--- config.mk ---
export PLATFORM = sky130hd
export DESIGN_NAME = instruction_fetch_queue
export DESIGN_NICKNAME = d
export VERILOG_FILES = /design/src/rtl/instruction_fetch_queue.sv
export SDC_FILE = /design/constraint.sdc
export NUM_CORES = 1
export LEC_CHECK = 0
export ABC_AREA = 1
export BUFFER_PORTS_ARGS = -buffer_cell sky130_fd_sc_hd__buf_4
export CAP_MARGIN = 20
export CORE_MARGIN = 2
export CORE_UTILIZATION = 56
export CTS_CLUSTER_DIAMETER = 200
export DETAILED_ROUTE_END_ITERATION = 10
export GPL_TIMING_DRIVEN = 1
export PLACE_DENSITY = 0.81
export SETUP_SLACK_MARGIN = 0.2
export SKIP_LAST_GASP = 1
export SLEW_MARGIN = 20
export SYNTH_ARGS = -nofsm -noshare
export SYNTH_HDL_FRONTEND = slang
export SYNTH_SLANG_ARGS = --single-unit
--- constraint.sdc ---
create_clock -name clock -period 2.5 [get_ports clock]
set_input_delay 0.625 -clock clock [delete_from_list [all_inputs] [get_ports clock]]
set_output_delay 0.625 -clock clock [all_outputs]
set_load 0.02 [all_outputs]
--- src/rtl/instruction_fetch_queue.sv ---
// -----------------------------------------------------------------------------
// instruction_fetch_queue
//
// Purpose: fetches 32-bit instruction words from instruction memory, one
// request outstanding at a time, and buffers them in a small FIFO in front of
// the decode stage. Branch/jump/trap redirects flush the FIFO and restart
// fetching at the new (word-aligned) address. A response to a request that was
// overtaken by a redirect is discarded.
//
// Parameters:
//   N          address width (>= 32)
//   RESET_ADDR fetch address loaded on reset
//   DEPTH      FIFO entries (power of two, >= 2)
//
// Ports:
//   clock              rising-edge clock
//   reset              asynchronous active-low reset
//   redirect_en        redirect strobe
//   redirect_addr      new fetch address (low two bits ignored)
//   mem_rd_en          memory read request (held until mem_ack)
//   mem_addr           memory request address
//   mem_ack            read completion, one cycle per request
//   mem_rd_dat         read data, valid with mem_ack
//   instruction        head instruction word
//   instruction_pc     address of the head instruction
//   instruction_valid  head entry valid
//   instruction_ready  decode accepts the head
//
// Optional feature (macro FETCH_BYPASS_EN): when the FIFO is empty, a word
// arriving on mem_ack is presented on the head outputs in the same cycle and is
// not stored if instruction_ready is also high. Without the macro every output
// is driven from registers only.
// -----------------------------------------------------------------------------
module instruction_fetch_queue #(
  parameter int unsigned    N          = 64,
  parameter logic [N-1:0]   RESET_ADDR = '0,
  parameter int unsigned    DEPTH      = 2
) (
  input  logic          clock,
  input  logic          reset,
  input  logic          redirect_en,
  input  logic [N-1:0]  redirect_addr,
  output logic          mem_rd_en,
  output logic [N-1:0]  mem_addr,
  input  logic          mem_ack,
  input  logic [31:0]   mem_rd_dat,
  output logic [31:0]   instruction,
  output logic [N-1:0]  instruction_pc,
  output logic          instruction_valid,
  input  logic          instruction_ready
);

  localparam int unsigned PW = (DEPTH > 1) ? $clog2(DEPTH) : 1;
  localparam int unsigned CW = $clog2(DEPTH) + 1;
  localparam logic [CW-1:0] DEPTH_C = CW'(DEPTH);

  typedef enum logic [1:0] {
    IDLE  = 2'd0,
    REQ   = 2'd1,
    FLUSH = 2'd2
  } state_e;

  state_e         state_q, state_d;
  logic [N-1:0]   pc_q, pc_d;
  logic [CW-1:0]  count_q, count_d;
  logic [PW-1:0]  rd_ptr_q, rd_ptr_d;
  logic [PW-1:0]  wr_ptr_q, wr_ptr_d;
  logic [31:0]    dat_q [DEPTH];
  logic [N-1:0]   epc_q [DEPTH];

  logic           head_valid_s;
  logic           ack_ok_s;
  logic           bypass_s;
  logic           push_s;
  logic           pop_s;
  logic [CW-1:0]  count_after_s;

  // Handshake qualifiers shared by the FSM, the FIFO and the head outputs.
  always_comb begin
    head_valid_s = (count_q != {CW{1'b0}});
    // Only a response to a live (non-flushed) request carries a usable word.
    ack_ok_s     = (state_q == REQ) && mem_ack && !redirect_en;
`ifdef FETCH_BYPASS_EN
    bypass_s     = ack_ok_s && !head_valid_s;
`else
    bypass_s     = 1'b0;
`endif
    // A redirect cancels any pop in the same cycle.
    pop_s        = head_valid_s && instruction_ready && !redirect_en;
    // A bypassed word consumed directly by decode never enters the FIFO.
    push_s       = ack_ok_s && !(bypass_s && instruction_ready);
    count_after_s = count_q + {{(CW-1){1'b0}}, push_s} - {{(CW-1){1'b0}}, pop_s};
  end

  // Next-state logic for the fetch FSM, fetch address and FIFO bookkeeping.
  always_comb begin
    state_d  = state_q;
    pc_d     = pc_q;
    count_d  = count_q;
    rd_ptr_d = rd_ptr_q;
    wr_ptr_d = wr_ptr_q;

    case (state_q)
      IDLE: begin
        // occupancy < DEPTH guarantees room for the response of a new request
        if (redirect_en) begin
          state_d = REQ;
        end else if (count_q < DEPTH_C) begin
          state_d = REQ;
        end else begin
          state_d = IDLE;
        end
      end
      REQ: begin
        if (redirect_en) begin
          // Without an ack the old request is still in flight: its data must be dropped.
          state_d = mem_ack ? REQ : FLUSH;
        end else if (mem_ack) begin
          state_d = (count_after_s < DEPTH_C) ? REQ : IDLE;
        end else begin
          state_d = REQ;
        end
      end
      FLUSH: begin
        // The stale response retires here; a redirect without ack keeps waiting.
        if (mem_ack) begin
          state_d = REQ;
        end else begin
          state_d = FLUSH;
        end
      end
      default: begin
        state_d = IDLE;
      end
    endcase

    if (redirect_en) begin
      pc_d = redirect_addr & ~(N'(3));
    end else if (ack_ok_s) begin
      pc_d = pc_q + N'(4);
    end else begin
      pc_d = pc_q;
    end

    if (redirect_en) begin
      count_d  = {CW{1'b0}};
      rd_ptr_d = {PW{1'b0}};
      wr_ptr_d = {PW{1'b0}};
    end else begin
      count_d  = count_after_s;
      rd_ptr_d = pop_s  ? rd_ptr_q + PW'(1) : rd_ptr_q;
      wr_ptr_d = push_s ? wr_ptr_q + PW'(1) : wr_ptr_q;
    end
  end

  // FSM state, fetch address and FIFO pointer registers.
  always_ff @(posedge clock or negedge reset) begin
    if (!reset) begin
      state_q  <= IDLE;
      pc_q     <= RESET_ADDR;
      count_q  <= {CW{1'b0}};
      rd_ptr_q <= {PW{1'b0}};
      wr_ptr_q <= {PW{1'b0}};
    end else begin
      state_q  <= state_d;
      pc_q     <= pc_d;
      count_q  <= count_d;
      rd_ptr_q <= rd_ptr_d;
      wr_ptr_q <= wr_ptr_d;
    end
  end

  // FIFO storage; cleared on reset so the head outputs read zero.
  always_ff @(posedge clock or negedge reset) begin
    if (!reset) begin
      for (int unsigned i = 0; i < DEPTH; i++) begin
        dat_q[i] <= 32'h0;
        epc_q[i] <= {N{1'b0}};
      end
    end else if (push_s) begin
      dat_q[wr_ptr_q] <= mem_rd_dat;
      epc_q[wr_ptr_q] <= pc_q;
    end
  end

  assign mem_rd_en = (state_q != IDLE);
  assign mem_addr  = pc_q;

  // Head outputs: oldest FIFO entry, or the arriving word when bypassing.
  always_comb begin
    instruction       = dat_q[rd_ptr_q];
    instruction_pc    = epc_q[rd_ptr_q];
    instruction_valid = head_valid_s;
    if (bypass_s) begin
      instruction       = mem_rd_dat;
      instruction_pc    = pc_q;
      instruction_valid = 1'b1;
    end else begin
      instruction_valid = head_valid_s;
    end
  end

endmodule

==> results of run 1 <==
==> per-stage QoR <==
stage,util (%),hold slack (ns)
after global routing,73.8,0.0430
after floorplan,-,0.329
final,73.8,0.0254
after detailed placement,66.3,0.469
after CTS,71.0,0.0312
after global placement,66.3,0.466
==> state kept, by name, summed over array words and instances, names as in the netlist <==
signal and flops:
rd_ptr_q 1, state_q 2, wr_ptr_q 1, count_q 2
mem_addr 62, epc_q 124, dat_q 64
==> cells in the mapped netlist (2+ instances only) <==
master / instances / area (sq um)
clkbuf_1: 38 / 143
nor2_1: 136 / 510
o21ai_0: 85 / 425
nor3_1: 5 / 25.0
a31oi_1: 3 / 18.8
buf_6: 17 / 191
a21oi_1: 6 / 30.0
o221ai_1: 6 / 52.6
or2_2: 2 / 12.5
o21ai_1: 140 / 701
nor2_4: 5 / 56.3
buf_4: 4 / 30.0
nand2_4: 2 / 22.5
xor2_1: 17 / 149
buf_1: 5 / 18.8
o21ai_2: 5 / 43.8
inv_2: 3 / 11.3
o22ai_1: 2 / 12.5
o21bai_1: 4 / 30.0
xnor2_1: 2 / 17.5
nand3_1: 78 / 390
ha_1: 3 / 37.5
nand2_1: 764 / 2870
nor2_2: 8 / 50.1
buf_2: 21 / 105
nand4_1: 19 / 119
nand2_2: 5 / 31.3
inv_1: 155 / 582
o211ai_1: 13 / 97.6
dfrtp_1: 256 / 6410
==> logic make-up after synthesis <==
group | count (synthesis) | synth area share [%]
AOI/OAI and AO/OA | 265 | 10.7
DFF | 256 | 48.3
other | 1 | 0.0283
adders and majority gates | 3 | 0.283
buffers and inverters | 245 | 8.22
xor gates and xnor gates | 19 | 1.25
and+or+nand+nor | 1031 | 31.3
==> area by class of cell <==
class	count	area, sq um	share of cell area (%)
repair inverters	1	16.3	0.0942
multi-input cells	1322	5940	34.4
well taps	319	399	2.31
clock buffers	34	773	4.48
flip-flops and latches	256	6410	37.1
repair buffers	310	2900	16.8
inverters	160	616	3.56
clock inverters	18	219	1.27
==> worst paths after layout <==
path                                        end
min in group clock                  mem_addr[4]
max in group asynchronous            epc_q[107]
worst max-delay path            instruction[15]
worst min-delay path                  epc_q[15]
worst min register to register       epc_q[122]
worst max register to register     mem_addr[28]
==> what timing repair did <==
item,4_1_cts,5_1_grt
endpoints found under the setup margin,94,93
cloned,2,12
gates resized for setup,13,86
buffers inserted,0,11
pin swaps,0,8
==> power by group <==
group	internal, mW	leakage, nW	total [mW]	switching (mW)
sequential	5.75	3.22	6.98	1.23
combinational	3.39	5.14	8.25	4.86
clock	2.63	0.488	4.40	1.77
==> per-layer routing <==
layer,vias to the layer above,routed length [um],track usage (%)
li1,6263,-,-
met1,6318,18800,47.2
met2,677,21200,55.7
met3,116,4200,5.89
met4,0,1750,10.6
met5,-,0,0
==> worst register-to-register path, stage by stage (launching register included) <==
cell and delay, ns:
dfrtp_1 0.47, ha_1 0.22, inv_1 0.07, nor2_4 0.19, nand2_2 0.11, nor2_2 0.22
nand2_1 0.18, inv_1 0.17, nor2_1 0.05, o21ai_0 0.14, nand3_1 0.11
==> flow_metrics.env, run 1 <==
export IMPL_status="finished, final reports clean"
export IMPL_cts_made_buffers=28
export IMPL_initial_utilization_pct=56.7
export IMPL_root_buffer="clkbuf_16"
export IMPL_slew_headroom_pct=59.9
export IMPL_critPathLaunch="rd_ptr_q"
export IMPL_p_leak_nw=8.85
export IMPL_synth_edf_count=0
export IMPL_avgSynthCellArea_sq_um=7.29
export IMPL_fin_crit_ns=2.42
export IMPL_setup_tns_ns=0
export IMPL_cp_slowest_stage_delay_ns=0.53
export IMPL_cpMaxStageDelayCell="dfrtp_4"
export IMPL_core_sq_um=23400
export IMPL_numClockSinks=256
export IMPL_startpoint_type="flop"
export IMPL_cp_common_cell="nand2_1"
export IMPL_hold_viol_final=0
export IMPL_yosysUniqueCellTypes=41
export IMPL_max_freq_mhz=412
export IMPL_drv_cap=0
export IMPL_final_cells=2420
export IMPL_fin_ws_ns=0.0750
export IMPL_r2r_cells=10
export IMPL_async_reset_ff_share_pct=100
export IMPL_clkLatencyLatePin_ns=0.55
export IMPL_ir_drop_mv=0.641
export IMPL_die_y_um=158
export IMPL_cts_tree="done"
export IMPL_h_tree_depth=1
export IMPL_fin_worst_skew_ns=0.0165
export IMPL_cp_required_ns=1.88
export IMPL_avgViaCountPerCell=5.53
export IMPL_hold_path_class="in -> async"
export IMPL_layout_commonest_cell="nand2_1"
export IMPL_nets=2183
export IMPL_path_cells="buf_4, clkbuf_16, nand2_1, nand2_1, buf_6"
export IMPL_io_pins=263
export IMPL_yosysSeqAreaShare_pct=48.3
export IMPL_regToRegSetupSlack_ns=0.44
export IMPL_firstDrtPassIters=6
export IMPL_p_per_area_nw_per_um2=1140
export IMPL_path_clk_slew_ns=0.07
export IMPL_path_max_fanout=12
export IMPL_chipWidth_um=158
export IMPL_routedWlPerCell_um=19.0
export IMPL_crit_type="reg -> out"
export IMPL_rsz0062_at_grt="true"
export IMPL_hold_buffers=0
export IMPL_dieArea_sq_um=25000
export IMPL_ys_ff_latch=256
export IMPL_setup_viol=0
export IMPL_drive_gt1_share_pct=20.7
export IMPL_gp_congestion=1.00
export IMPL_crit_family="flip-flops"
export IMPL_overflow=0
export IMPL_cp_num_buf_inv=3
export IMPL_synthFlopType="dfrtp_1"
export IMPL_antenna_found_initial=0
export IMPL_grt_pass1_wl_mm=66.4
export IMPL_endpoint_kind="output pin"
export IMPL_syn_to_final_growth_pct=30.1
export IMPL_p_total_mw=19.6
export IMPL_first_iter_violations=1487
export IMPL_crit_cells=5
export IMPL_totalWireLength_mm=45.9
export IMPL_pre_cts_slack_ns=0.460
export IMPL_grt_pass1_vias=12500
export IMPL_placedCellCount=2343
export IMPL_row_count=56
export IMPL_grt_usage_pct=34.3
export IMPL_crit_arrival_ns=1.80
export IMPL_synth_warnings=0
export IMPL_drcViolationCount=0
export IMPL_postRouteAntennaNets=0
export IMPL_synth_cells=1820
export IMPL_synth_cell_area_sq_um=13300
export IMPL_reg2reg_from="mem_addr[3]"
export IMPL_layout_cells_most_common_list="nand2_1, dfrtp_1, buf_4, inv_1, o21ai_1"
export IMPL_worstMarginPinSlew_ns=0.599
export IMPL_dp_hpwl_mm=30.4
export IMPL_fill_cells=1808
export IMPL_design_area_sq_um=17300
export IMPL_placed_area_sq_um=15500
export IMPL_min_period_over_period_pct=97.0
export IMPL_vias=13400
export IMPL_grt_max_degree=66
export IMPL_cts_buffer_depth=3
export IMPL_insertedDiodeCount=0
export IMPL_slew_viol_final=0
export IMPL_port_buffers=256
Note: power is estimated with default switching activity, not from simulation.
==> inputs of run 2 (changes only) <==
--- a/config.mk
+++ b/config.mk
@@ -8,6 +8,7 @@
 export ABC_AREA = 1
 export BUFFER_PORTS_ARGS = -buffer_cell sky130_fd_sc_hd__buf_4
 export CAP_MARGIN = 20
+export CORE_ASPECT_RATIO = 1.1
 export CORE_MARGIN = 2
 export CORE_UTILIZATION = 56
 export CTS_CLUSTER_DIAMETER = 200
==> run 2 against run 1 <==
Critical path type unchanged. Critical endpoint is now instruction[16]. Sequential cell count stayed put. Highest routed layer unchanged. Non-clock buffer count is 2 lower. Sequential share of layout area hardly changed. First-iteration DRC count is 18% lower. Setup slack better by 0.033 ns.
==> flow_metrics.env, run 2 (synthesis results as in run 1) <==
export IMPL_status="finished, final reports clean"
export IMPL_drcViolationCount=0
export IMPL_hold_buffers=0
export IMPL_first_iter_violations=1216
export IMPL_max_freq_mhz=418
export IMPL_die_y_um=165
export IMPL_fin_crit_ns=2.39
export IMPL_largest_reg_flops=124
export IMPL_crit_arrival_ns=1.77
export IMPL_syn_to_final_growth_pct=30.0
export IMPL_rsz0062_at_grt="true"
export IMPL_drv_cap=0
export IMPL_r2r_cells=8
export IMPL_fill_cells=1774
export IMPL_grt_pass1_wl_mm=64.6
export IMPL_cts_buffer_depth=3
export IMPL_io_pins=263
export IMPL_slew_viol_final=0
export IMPL_reg2reg_from="mem_addr[36]"
export IMPL_firstDrtPassIters=5
export IMPL_nets=2178
export IMPL_dieArea_sq_um=25000
export IMPL_slew_headroom_pct=58.6
export IMPL_avgViaCountPerCell=5.60
export IMPL_overflow=0
export IMPL_grt_usage_pct=33.5
export IMPL_port_buffers=256
export IMPL_initial_utilization_pct=56.5
export IMPL_cp_required_ns=1.88
export IMPL_chipWidth_um=151
export IMPL_routedWlPerCell_um=19.2
export IMPL_numClockSinks=256
export IMPL_p_total_mw=19.6
export IMPL_drive_gt1_share_pct=21.7
export IMPL_antenna_found_initial=0
export IMPL_vias=13400
export IMPL_insertedDiodeCount=0
export IMPL_totalWireLength_mm=46.2
export IMPL_p_per_area_nw_per_um2=1130
export IMPL_hold_path_class="in -> async"
export IMPL_row_count=59
export IMPL_gp_congestion=1.06
export IMPL_layout_commonest_cell="nand2_1"
export IMPL_setup_tns_ns=0
export IMPL_setup_viol=0
export IMPL_min_period_over_period_pct=95.7
export IMPL_endpoint_kind="output pin"
export IMPL_layout_cells_most_common_list="nand2_1, dfrtp_1, buf_4, inv_1, o21ai_1"
export IMPL_worstMarginPinSlew_ns=0.619
export IMPL_r2r_end="mem_addr[38]"
export IMPL_finalCoreUtilization_pct=73.5
export IMPL_clkLatencyLatePin_ns=0.54
export IMPL_largest_register="epc_q"
export IMPL_crit_type="reg -> out"
export IMPL_p_leak_nw=8.94
export IMPL_path_clk_slew_ns=0.07
export IMPL_core_sq_um=23500
export IMPL_dp_hpwl_mm=30.1
export IMPL_design_area_sq_um=17300
export IMPL_regToRegSetupSlack_ns=0.38
export IMPL_fin_worst_skew_ns=0.0134
export IMPL_h_tree_depth=1
export IMPL_placed_area_sq_um=15600
export IMPL_ir_drop_mv=0.822
export IMPL_root_buffer="clkbuf_16"
export IMPL_cts_made_buffers=26
export IMPL_grt_max_degree=71
export IMPL_grt_pass1_vias=12200
export IMPL_hold_viol_final=0
export IMPL_startpoint_type="flop"
export IMPL_cts_tree="done"
export IMPL_path_max_fanout=8
export IMPL_postRouteAntennaNets=0
run 2: cell type report:
class                      count  area (sq um)  area share, %
sequential                   256          6410           37.1
tap                          305           382           2.21
inverter                     160           616           3.57
clock inverter                 9           128          0.740
multi-input combinational   1322          6070           35.2
timing repair buffer         308          2860           16.6
clock buffer                  38           797           4.62
run 2: worst max path at each step:
stage           startpoint                 end  cells after the start
2_1_floorplan  redirect_en          state_q[0]                     12
3_3_place_gp   redirect_en          state_q[0]                     11
3_5_place_dp   redirect_en          state_q[0]                     11
4_1_cts           rd_ptr_q  instruction_pc[40]                      5
5_1_grt           rd_ptr_q     instruction[16]                      5
6_report          rd_ptr_q     instruction[16]                      5
run 2: worst max-delay path: stages (launching register included):
cell and delay, ns:
dfrtp_4 0.55, buf_12 0.19, clkbuf_16 0.19, nand2_1 0.06
nand2_1 0.07, buf_4 0.16
run 2: report_power, final:
| group | total [mW] | internal (mW) | switching (mW) |
|---|---|---|---|
| logic | 8.35 | 3.39 | 4.96 |
| clock network | 4.19 | 2.51 | 1.67 |
| registers | 7.03 | 5.76 | 1.27 |
run 2: routing by layer:
metal / global-route usage (%) / part of all wire, %
met4: 15.3 / 5.7
met3: 5.41 / 9.1
met2: 52.3 / 47
met5: 0 / 0
met1: 46.3 / 39
run 2: timing repair:
item | CTS | global route
gates resized for setup | 10 | 125
endpoints found under the hold margin | 0 | 0
setup buffers | 0 | 2
setup endpoints to repair | 94 | 88
pin swaps | 0 | 22
cloned | 3 | 10
run 2: through the flow:
stage                     cells  hold slack, ns  worst slack, ns
after floorplan            1823           0.329            0.312
after global placement     2336           0.465            0.376
after detailed placement   2336           0.469            0.318
after CTS                  2386          0.0807            0.123
after global routing       2398          0.0812           0.0857
final                      2398          0.0413            0.108
